--- src/rtl/knn_sort_pkg.sv ---
// Shared map definitions for the k-nearest-neighbour pipeline: default widths,
// neighbour count and the sorter FSM encoding.
package knn_sort_pkg;

  localparam int DIST_WIDTH_DEF = 34;
  localparam int IDX_WIDTH_DEF  = 16;
  localparam int K_DEF          = 8;

  typedef enum logic {
    COLLECT = 1'b0,
    DRAIN   = 1'b1
  } state_e;

endpackage

--- src/rtl/knn_slot.sv ---
// One cell of the insertion-sorted neighbour list. The cell either holds its
// entry, takes the new candidate, or takes the entry shifted from the cell before it.
module knn_slot
  import knn_sort_pkg::*;
#(
  parameter int DIST_WIDTH = DIST_WIDTH_DEF,
  parameter int IDX_WIDTH  = IDX_WIDTH_DEF
) (
  input  logic                  clk,
  input  logic                  rst,
  input  logic                  clr_i,
  input  logic                  ins_i,
  input  logic [DIST_WIDTH-1:0] new_dist_i,
  input  logic [IDX_WIDTH-1:0]  new_idx_i,
  input  logic                  prev_lt_i,
  input  logic                  prev_vld_i,
  input  logic [DIST_WIDTH-1:0] prev_dist_i,
  input  logic [IDX_WIDTH-1:0]  prev_idx_i,
  output logic                  lt_o,
  output logic                  vld_o,
  output logic [DIST_WIDTH-1:0] dist_o,
  output logic [IDX_WIDTH-1:0]  idx_o
);

  logic                  vld_q, vld_d;
  logic [DIST_WIDTH-1:0] dist_q, dist_d;
  logic [IDX_WIDTH-1:0]  idx_q, idx_d;
  logic                  take;

  // Strict less-than keeps equal distances in arrival order; an empty cell
  // always loses to the candidate.
  assign lt_o = !vld_q || (new_dist_i < dist_q);
  assign take = ins_i && lt_o;

  always_comb begin
    vld_d  = vld_q;
    dist_d = dist_q;
    idx_d  = idx_q;
    if (take) begin
      if (prev_lt_i) begin
        vld_d  = prev_vld_i;
        dist_d = prev_dist_i;
        idx_d  = prev_idx_i;
      end else begin
        vld_d  = 1'b1;
        dist_d = new_dist_i;
        idx_d  = new_idx_i;
      end
    end
    if (clr_i) begin
      vld_d = 1'b0;
    end
  end

  always_ff @(posedge clk) begin
    if (rst) begin
      vld_q <= 1'b0;
    end else begin
      vld_q <= vld_d;
    end
  end

  always_ff @(posedge clk) begin
    dist_q <= dist_d;
    idx_q  <= idx_d;
  end

  assign vld_o  = vld_q;
  assign dist_o = dist_q;
  assign idx_o  = idx_q;

endmodule

--- src/rtl/knn_sort.sv ---
// Keeps the K smallest squared distances for one centre point, sorted ascending,
// and presents the list once the last candidate has been accepted.
module knn_sort
  import knn_sort_pkg::*;
#(
  parameter int DIST_WIDTH = DIST_WIDTH_DEF,
  parameter int IDX_WIDTH  = IDX_WIDTH_DEF,
  parameter int K          = K_DEF
) (
  input  logic                    clk,
  input  logic                    rst,
  input  logic                    in_vld,
  output logic                    in_rdy,
  input  logic [DIST_WIDTH-1:0]   in_dist,
  input  logic [IDX_WIDTH-1:0]    in_idx,
  input  logic                    in_last,
  output logic                    out_vld,
  input  logic                    out_rdy,
  output logic [K*DIST_WIDTH-1:0] out_dist,
  output logic [K*IDX_WIDTH-1:0]  out_idx,
  output logic [$clog2(K+1)-1:0]  out_cnt
);

  localparam int CNT_W = $clog2(K+1);

  function automatic logic [CNT_W-1:0] sat_inc(input logic [CNT_W-1:0] c);
    return (c == CNT_W'(K)) ? c : c + 1'b1;
  endfunction

  state_e           state_q, state_d;
  logic [CNT_W-1:0] cnt_q, cnt_d;
  logic             accept;
  logic             drain_done;
  logic             inserted;

  logic                  slot_lt   [K];
  logic                  slot_vld  [K];
  logic [DIST_WIDTH-1:0] slot_dist [K];
  logic [IDX_WIDTH-1:0]  slot_idx  [K];

  assign in_rdy     = (state_q == COLLECT);
  assign out_vld    = (state_q == DRAIN);
  assign accept     = in_vld && in_rdy;
  assign drain_done = out_vld && out_rdy;
  // The list is sorted, so the last cell wants the candidate whenever any cell does.
  assign inserted   = accept && slot_lt[K-1];

  for (genvar j = 0; j < K; j++) begin : g_slot
    if (j == 0) begin : g_head
      knn_slot #(
        .DIST_WIDTH(DIST_WIDTH),
        .IDX_WIDTH (IDX_WIDTH)
      ) u_slot (
        .clk        (clk),
        .rst        (rst),
        .clr_i      (drain_done),
        .ins_i      (accept),
        .new_dist_i (in_dist),
        .new_idx_i  (in_idx),
        .prev_lt_i  (1'b0),
        .prev_vld_i (1'b0),
        .prev_dist_i('0),
        .prev_idx_i ('0),
        .lt_o       (slot_lt[j]),
        .vld_o      (slot_vld[j]),
        .dist_o     (slot_dist[j]),
        .idx_o      (slot_idx[j])
      );
    end else begin : g_tail
      knn_slot #(
        .DIST_WIDTH(DIST_WIDTH),
        .IDX_WIDTH (IDX_WIDTH)
      ) u_slot (
        .clk        (clk),
        .rst        (rst),
        .clr_i      (drain_done),
        .ins_i      (accept),
        .new_dist_i (in_dist),
        .new_idx_i  (in_idx),
        .prev_lt_i  (slot_lt[j-1]),
        .prev_vld_i (slot_vld[j-1]),
        .prev_dist_i(slot_dist[j-1]),
        .prev_idx_i (slot_idx[j-1]),
        .lt_o       (slot_lt[j]),
        .vld_o      (slot_vld[j]),
        .dist_o     (slot_dist[j]),
        .idx_o      (slot_idx[j])
      );
    end
    assign out_dist[j*DIST_WIDTH +: DIST_WIDTH] = slot_vld[j] ? slot_dist[j] : '0;
    assign out_idx[j*IDX_WIDTH +: IDX_WIDTH]    = slot_vld[j] ? slot_idx[j]  : '0;
  end

  always_comb begin
    state_d = state_q;
    cnt_d   = cnt_q;
    case (state_q)
      COLLECT: begin
        if (inserted) begin
          cnt_d = sat_inc(cnt_q);
        end
        if (accept && in_last) begin
          state_d = DRAIN;
        end
      end
      DRAIN: begin
        if (out_rdy) begin
          state_d = COLLECT;
          cnt_d   = '0;
        end
      end
      default: state_d = COLLECT;
    endcase
  end

  always_ff @(posedge clk) begin
    if (rst) begin
      state_q <= COLLECT;
      cnt_q   <= '0;
    end else begin
      state_q <= state_d;
      cnt_q   <= cnt_d;
    end
  end

  assign out_cnt = cnt_q;

endmodule
--- config.mk ---
export PLATFORM = sky130hd
export DESIGN_NAME = knn_sort
export DESIGN_NICKNAME = d
export VERILOG_FILES = /design/src/rtl/knn_sort_pkg.sv /design/src/rtl/knn_slot.sv /design/src/rtl/knn_sort.sv
export SDC_FILE = /design/constraint.sdc
export NUM_CORES = 1
export LEC_CHECK = 0
export BUFFER_PORTS_ARGS = -buffer_cell sky130_fd_sc_hd__buf_2
export CORE_MARGIN = 3
export CORE_UTILIZATION = 59
export DETAILED_ROUTE_END_ITERATION = 7
export MAX_ROUTING_LAYER = met4
export PLACE_DENSITY = 0.82
export SETUP_SLACK_MARGIN = 0.4
export SKIP_LAST_GASP = 1
export SYNTH_ARGS = -nofsm -noshare
export SYNTH_HDL_FRONTEND = slang
export SYNTH_SLANG_ARGS = --single-unit
--- constraint.sdc ---
create_clock -name clk -period 8 [get_ports clk]
set_clock_uncertainty 0.2 [all_clocks]
set_input_delay 0.8 -clock clk [delete_from_list [all_inputs] [get_ports clk]]
set_output_delay 0.8 -clock clk [all_outputs]
set_load 0.05 [all_outputs]
======== After elaboration in Yosys (flattened, before gate mapping) ========
Cells that the tools add are included.
storage, ports and cells
  register bits ........................... 413
  bits of input ports ..................... 55
  output and inout bits ................... 406
  word-level logic and storage cells ...... 113
operators by class
  add/subtract/negate cells ............... 1
  order comparisons ....................... 8
  equality and inequality tests ........... 4
  multiplexer cells ....................... 44
  bitwise gates (word level) .............. 1
  reductions and logical operators ........ 29
operator list
  cell                                                   count
  two-way mux 34 bit                                     15
  less-than comparator 34 bit                            8
  two-way mux 16 bit                                     15
  two-way mux 4 bit                                      3
  logical AND 1 bit                                      11
  two-way mux 1 bit                                      9
  logical NOT 1 bit                                      8
  logical OR 1 bit                                       8
  one-hot mux 4 bit (2 select lines)                     1
  adder 4 x 1 -> 4 bit, second input constant            1
  == test 4 bit, second input constant                   1
  inequality test 2 bit, second input constant           2
  AND reduction 3 bit                                    1
  inequality test 2 x 1 -> 1 bit, second input constant  1
  one-hot mux 1 bit (2 select lines)                     1
  OR reduction 2 bit                                     1
  NOT 1 bit                                              1

======== Longest topological paths before layout ========
Gate-level depths: netlist of run 1.
  depth after elaboration ................. 5
  mapped depth ............................ 11
  gate-level depth less buffers ........... 9

======== By module ========
From an unflattened synthesis of run 1, not the netlist that was laid out.
unflattened totals
  cells, all modules ...................... 2,366
  area, all modules ....................... 27,246.1 µm²
by module, submodules not included
  module    times used  cells each  area an instance (µm²)  sequential area each (µm²)
  knn_slot  8           236         3,034.2                 1,521.5
  knn_sort  1           478         2,972.9                 100.1

======== Worst setup path before layout of run 1 ========
No wires, ideal clock.
  kind .................................... in2reg
  start point ............................. input in_dist[27]
  end point ............................... register g_slot[0].g_head.u_slot.dist_q[0] (enable)
  library setup time ...................... 0.539 ns
  data arrival time ....................... 6.262 ns
  data required time ...................... 7.261 ns
  slack ................................... 0.998 ns
  cell stages on the path ................. 8
  path buffers ............................ 1
  cell sequence ........................... ha_1 > a21o_1 > a21oi_1 > o21ai_0 > a311oi_1 > clkbuf_1 > nor2_1 > a221oi_1
between the ends
  cells in the longest elaborated chain, start to end .. 3
ends and longest elaborated chain
  item                                    RTL line        source
  from (decl)                             knn_sort.sv:14  input logic [DIST_WIDTH-1:0] in_dist,
  less-than comparator 34 bit             knn_slot.sv:32  assign lt_o = !vld_q || (new_dist_i < dist_q);
  logical OR 1 bit                        knn_slot.sv:32
  logical AND 1 bit                       knn_slot.sv:33  assign take = ins_i && lt_o;
  named net g_slot[0].g_head.u_slot.take  knn_slot.sv:28  logic take;
  to (signal assigned)                    knn_slot.sv:64  dist_q <= dist_d;
  to (decl)                               knn_slot.sv:26  logic [DIST_WIDTH-1:0] dist_q, dist_d;
The timed path passes the listed nets, and every way through them passes these cells.
A chain may end at the register's enable or synchronous reset.

======== Worst setup path in the final report of run 1 ========
  start point ............................. input in_dist[15]
  end point ............................... register g_slot[4].g_tail.u_slot.dist_q[13] (enable)
between the ends
  cells in the longest elaborated chain, start to end .. 3
ends and longest elaborated chain
  item                                    RTL line
  less-than comparator 34 bit             knn_slot.sv:32
  logical OR 1 bit                        knn_slot.sv:32
  logical AND 1 bit                       knn_slot.sv:33
  named net g_slot[4].g_tail.u_slot.take  knn_slot.sv:28
  to (signal assigned)                    knn_slot.sv:64
  to (decl)                               knn_slot.sv:26
The timed path passes the listed nets, and every way through them passes these cells.

==> results.toml, run 1 <==
[status]
status = "finished, final reports clean"

[grt]
grt_pass1_vias = 24900
grt_pass1_wl_um = 140000
grt.met3_usage_pct = 4.91
overflow = 0
use_met1_pct = 42.7
antenna_found_initial = 1
use_met2_pct = 50.4
top_usage_layer = "met2"
grt_use_total_pct = 32.1
grt_max_degree = 107

[die]
fp-row-count = 83
die_area_sq_um = 55500
die_x_um = 236
ioPinCount = 461
fp.coreArea_sq_um = 51700
die_h_um = 236
initial_core_util_pct = 60.1

[sta]
setup_violations = 0
fin_crit_ns = 4.31
hold_viol = 0
tightest_slew_ns = 1.14
finalSetupTns_ns = 0
fmax_ghz = 0.232
slew_violations = 0
rsz0062_at_grt = "false"
slew_headroom_pct = 23.7
fin_ws_ns = 3.69
finalCritPeriodShare_pct = 53.9

[power_and_ir_drop]
pwr-share-clk_pct = 35.6
combinationalPowerShare_pct = 20.6
power_leakage_nw = 15.8
switching_share_pct = 29.9
seqPwrFrac_pct = 43.8
p_switching_w = 0.00194
max-vdd-ir-drop_v = 0.000159
p_per_area_nw_per_um2 = 185
intPower_w = 0.00454

[drt]
first_iter_violations = 2329
wl_um = 90100
drt-pass1-iter-count = 6
via_count = 26500
ant_nets = 0
wl_per_cell_um = 21.2
drc_errors = 0
drt-vias-per-instance = 6.25

[yosys]
synthesis.area_sq_um = 31100
synth-main-ff-cell = "edfxtp_1"
ys_ff_latch = 413
synth-edff-count = 400
syn-num-nets = 3588
synth_area_per_cell_sq_um = 9.52
async_flop_share_pct = 0
synthCells = 3267
synth_seq_area_share_pct = 39.5
ys_warn_count = 0
yosys.cell_types.count = 59

[clocking]
post-cts-setup-buffer-count = 0
cts_buffer_depth = 3
cts_tree = "yes"
cts_resized = 0
clk_root_buffer_cell = "clkbuf_16"
numCtsBuffers = 48
numClockSinks = 413
clock_latency_ns = 0.59
h-tree-depth = 2
cts_hold_buf = 0
clkTransAtPathRegs_ns = 0.06

[place]
portBuffers = 460
place_congestion = 0.915
dp_slack_ns = 3.04
dp_hpwl_um = 65700

[layout]
nNetsFinal = 3846
final_util_pct = 67.8
layout-drive-gt1-share_pct = 23.3
fillers = 4035
area_delta_synth_final_pct = 12.8

[hold_path]
hp-class = "input pin to flop"

[critical_path]
path_buf_inv = 2
worstSetupPathType = "input pin to flop"
r2r_slack_ns = 3.85
worst_path_max_delay_cell = "and2_2"
critPathLaunchType = "input pin"
cpPeakStageDelay_ns = 1.02
worstPathCellList = "buf_2, ha_1, a21o_1, a21o_1, a221oi_1, a31oi_1, o21ai_4, buf_4, and2_2"
path_delay_family = "compound AO/OA/AOI/OAI gates"
path_common_cell = "a21o_1"
worst_ep_required_time_ns = 8.00
path_max_fanout = 51
endpoint_kind = "flop"
arrival_ns = 4.31

[run]
maxCapViolations = 0
logic make-up (layout without fill, tap and decap cells):
| kind of cell | count (synthesis) | after routing | synth area share [%] |
|---|---|---|---|
| AOI/OAI and AO/OA | 564 | 564 | 12.3 |
| and+or+nand+nor | 1262 | 1262 | 22.4 |
| muxes | 201 | 201 | 7.87 |
| other | 0 | 1 | 0 |
| DFF | 413 | 413 | 39.5 |
| adders and majority gates | 266 | 266 | 10.7 |
| buffers and inverters | 561 | 855 | 7.25 |
worst min-delay path, cell delays in order:
cell     delay (ns)
buf_2          0.08
a21oi_1        0.06
nor2_1         0.09
metrics by stage:
stage	std cells	instance area (sq um)	hold WS, ns	total power, W
global placement	4155	33500	0.301	0.00413
floorplan	3267	31100	0.314	0.00379
finish	4242	35100	0.269	0.00648
global route	4242	35100	0.275	0.00675
CTS	4241	35100	0.237	0.00648
detailed placement	4155	33500	0.305	0.00418
path summary, 6_finish.rpt:
path,endpoint,depth (start not counted),startpoint
setup reg to reg,g_slot[4].g_tail.u_slot.dist_o[13]$_DFFE_PP_,9,g_slot[4].g_tail.u_slot.dist_o[15]$_DFFE_PP_
hold / removal,out_vld$_SDFF_PP0_,3,in_last
setup / recovery,g_slot[4].g_tail.u_slot.dist_o[13]$_DFFE_PP_,9,in_dist[15]
hold reg to reg,out_cnt[1]$_SDFFE_PP0P_,2,out_cnt[1]$_SDFFE_PP0P_
state kept, by name (all words and copies together) (netlist names):
register and flops:
g_slot.g_head.u_slot.dist_o 34, g_slot.g_head.u_slot.idx_o 16, g_slot.g_head.u_slot.vld_o 1, g_slot.g_tail.u_slot.dist_o 238
g_slot.g_tail.u_slot.idx_o 112, g_slot.g_tail.u_slot.vld_o 7, out_cnt 4, out_vld 1
routing by layer:
layer	vias up	part of all wire [%]	wire length, um
met5	-	0	0
met3	215	8.9	8020
li1	12400	-	-
met2	1307	46	41700
met1	12600	41	36900
met4	0	3.9	3470
cells in the final DEF (no fill, tap or decap), types with 17 or more instances in the layout:
cell and n:
buf_4 36, and2_1 400, o21ai_0 92, nand2_1 193
and3_1 19, buf_2 460, nand3_1 97, inv_1 272
nand4_1 233, clkbuf_16 49, mux2_4 49, mux2_2 151
nand2b_1 61, nor3_1 93, nor2b_1 25, a21o_1 60
edfxtp_1 400, nor2_1 102, o221a_2 33, a31oi_1 55
ha_1 266, a311oi_1 17, o211ai_1 108, a21oi_1 123
Yosys cell counts, types with 92 or more instances:
master	number	area, sq um
nand2_1	194	728
and2_1	404	2530
clkbuf_1	230	863
nand3_1	97	485
edfxtp_1	400	12000
nor2_1	105	394
nand4_1	233	1460
inv_1	273	1020
ha_1	266	3330
mux2_2	151	1700
o21ai_0	92	460
o211ai_1	108	811
a21oi_1	125	626
nor3_1	93	465
power groups by stage:
stage	Combinational [W]	Sequential, W	Clock, W
after floorplan	0.00100	0.00279	0
after global placement	0.00127	0.00287	0
after detailed placement	0.00131	0.00287	0
after CTS	0.00132	0.00283	0.00233
after global routing	0.00148	0.00286	0.00241
final	0.00134	0.00284	0.00231
layout make-up:
cell class / count / area, sq um / area share (%)
clock buffers: 56 / 1250 / 3.57
diodes: 1 / 2.50 / 0.00713
clock inverters: 30 / 374 / 1.07
repair buffers: 496 / 2570 / 7.33
well taps: 680 / 851 / 2.43
multi-input cells: 2293 / 16700 / 47.7
flip-flops and latches: 413 / 12300 / 35.0
inverters: 273 / 1020 / 2.92
Power figures use the tool's default switching activity.
==> run 2: changes to the inputs <==
- CORE_UTILIZATION: 59 -> 53
- PLACE_DENSITY: 0.82 -> 0.78
- clock period: 8 -> 3.95 ns (I/O delays scaled with it)
==> run 2 against run 1 <==
Against the previous run: global-route usage is 1.6 points lower; cell count is 4.4% higher; first-iteration DRC count is 23% higher; sequential share of layout area is 1.2 points lower; hold slack worse by 0.26 ns; setup slack worse by 3.2 ns; sequential cell count stayed put; clock power is 92% higher; routed wire length is 4.5% higher; die area is 11% higher; total power is 100% higher.
==> results.toml, run 2 (synthesis results as in run 1) <==
[grt]
grt_pass1_wl_um = 142000
overflow = 0
antenna_found_initial = 1
grt_max_degree = 101
grt_use_total_pct = 30.5
grt_pass1_vias = 24700

[layout]
final_area_sq_um = 36300
area_delta_synth_final_pct = 16.8
fillers = 4778
final_cell_mix = "460 x buf_2, 400 x and2_1, 400 x edfxtp_1, 271 x inv_1, 265 x ha_1"
largest_reg_flops = 238
layout-drive-gt1-share_pct = 25.0
final_common_cell = "buf_2"
fin_cells = 4430
nNetsFinal = 3947

[sta]
tightest_slew_ns = 1.06
slew_violations = 0
finalCritPeriodShare_pct = 88.3
fin_crit_ns = 3.49
finalSetupTns_ns = 0
setup_violations = 0
fin_ws_ns = 0.463
fmax_ghz = 0.287
whs_ns = 0.0139
rsz0062_at_grt = "true"
slew_headroom_pct = 29.1
hold_viol = 0

[critical_path]
path_depth = 10
path_delay_family = "simple AND/OR/NAND/NOR gates"
path_buf_inv = 2
arrival_ns = 3.62
path_max_fanout = 24
worst_ep_required_time_ns = 4.08
worstPathCellList = "inv_2, ha_4, a21o_1, a21o_1, a221o_1, a32o_1, or4_1, and3_4, buf_12, mux2_4"
cpPeakStageDelay_ns = 0.54
endpoint_kind = "flop"
path_common_cell = "a21o_1"
rr_worst_depth = 10
critPathLaunchType = "flop"
worst_path_max_delay_cell = "or4_1"
worstSetupPathType = "flop to flop"

[die]
fp-row-count = 88
fp.coreArea_sq_um = 57900
initial_core_util_pct = 53.7
die_h_um = 248
ioPinCount = 461
die_area_sq_um = 61600
die_x_um = 248

[clocking]
h-tree-depth = 2
clock_latency_ns = 0.58
cts_tree = "yes"
cts_buffer_depth = 3
numClockSinks = 413
clk_root_buffer_cell = "clkbuf_16"
clkTransAtPathRegs_ns = 0.06
numCtsBuffers = 48

[power_and_ir_drop]
intPower_w = 0.00905
max-vdd-ir-drop_v = 0.000300
power_leakage_nw = 16.3
switching_share_pct = 30.6
p_switching_w = 0.00399
pwr-share-clk_pct = 34.1
combinationalPowerShare_pct = 22.1
seqPwrFrac_pct = 43.8
p_per_area_nw_per_um2 = 359

[place]
dp_slack_ns = 0.281
place_inst = 4311
place_congestion = 0.963
dp_hpwl_um = 70500
place_area_sq_um = 34400
portBuffers = 460

[run]
maxCapViolations = 0

[drt]
wl_per_cell_um = 21.3
drt-vias-per-instance = 6.04
ant_nets = 0
wl_um = 94200
drt-pass1-iter-count = 7
first_iter_violations = 2855
via_count = 26700
drc_errors = 0

[status]
status = "finished, final reports clean"

[hold_path]
hold_depth = 1
hp-class = "input pin to flop"
run 2: cell count changes in the layout (fill, tap and decap cells not counted), sizes merged, moves of 3 or more:
cell and change:
clkinvlp +6, inv -3, bufinv -4, buf +72
dlygate4sd3 +27, clkinv +6
run 2: per-stage QoR:
stage	power [W]	utilization, %
2_1_floorplan	0.00769	-
3_3_place_gp	0.00850	59.4
3_5_place_dp	0.00860	59.4
4_1_cts	0.0130	62.5
5_1_grt	0.0136	62.7
6_report	0.0130	62.7
run 2: worst paths after layout:
path | from | to | slack (ns)
max | g_slot[2].g_tail.u_slot.dist_o[7]$_DFFE_PP_ | g_slot[3].g_tail.u_slot.idx_o[9]$_DFFE_PP_ | 0.46
min reg2reg | out_cnt[1]$_SDFFE_PP0P_ | out_cnt[1]$_SDFFE_PP0P_ | 0.33
max reg2reg | g_slot[2].g_tail.u_slot.dist_o[7]$_DFFE_PP_ | g_slot[3].g_tail.u_slot.idx_o[9]$_DFFE_PP_ | 0.46
min | in_dist[13] | g_slot[0].g_head.u_slot.dist_o[13]$_DFFE_PP_ | 0.01
run 2: routing by layer:
layer,global-route usage (%),wire length [um],vias to the layer above
met1,41.4,39700,12700
met3,4.90,8120,234
met4,13.2,4610,0
met2,45.4,41700,1242
met5,-,0,-
li1,-,-,12600
run 2: worst reg2reg max path, stage by stage (launching register included):
cell and delay [ns]:
edfxtp_1 0.43, inv_2 0.09, ha_4 0.19, a21o_1 0.15
a21o_1 0.16, a221o_1 0.30, a32o_1 0.28, or4_1 0.54
and3_4 0.34, buf_12 0.23, mux2_4 0.33
run 2: layout make-up:
type	instances	area [sq um]	share of cell area, %
multi-input cells	2293	16800	46.2
flip-flops and latches	413	12300	33.8
repair buffers	597	3720	10.2
clock buffers	53	1240	3.42
inverters	273	1030	2.83
well taps	765	957	2.64
clock inverters	35	300	0.827
diodes	1	2.50	0.00689
run 2: repair_timing:
action / CTS / global route
resized for setup: 0 / 6
setup endpoints to repair: 0 / 204
setup buffers: 0 / 1
hold buffers: 27 / 0
endpoints found under the hold margin: 27 / 0
run 2: power by group through the flow:
stage / Combinational, W / Sequential (W) / Clock (W)
after floorplan: 0.00205 / 0.00564 / 0
after global placement: 0.00272 / 0.00578 / 0
after detailed placement: 0.00280 / 0.00579 / 0
after CTS: 0.00285 / 0.00570 / 0.00447
after global routing: 0.00319 / 0.00576 / 0.00465
final: 0.00289 / 0.00571 / 0.00444
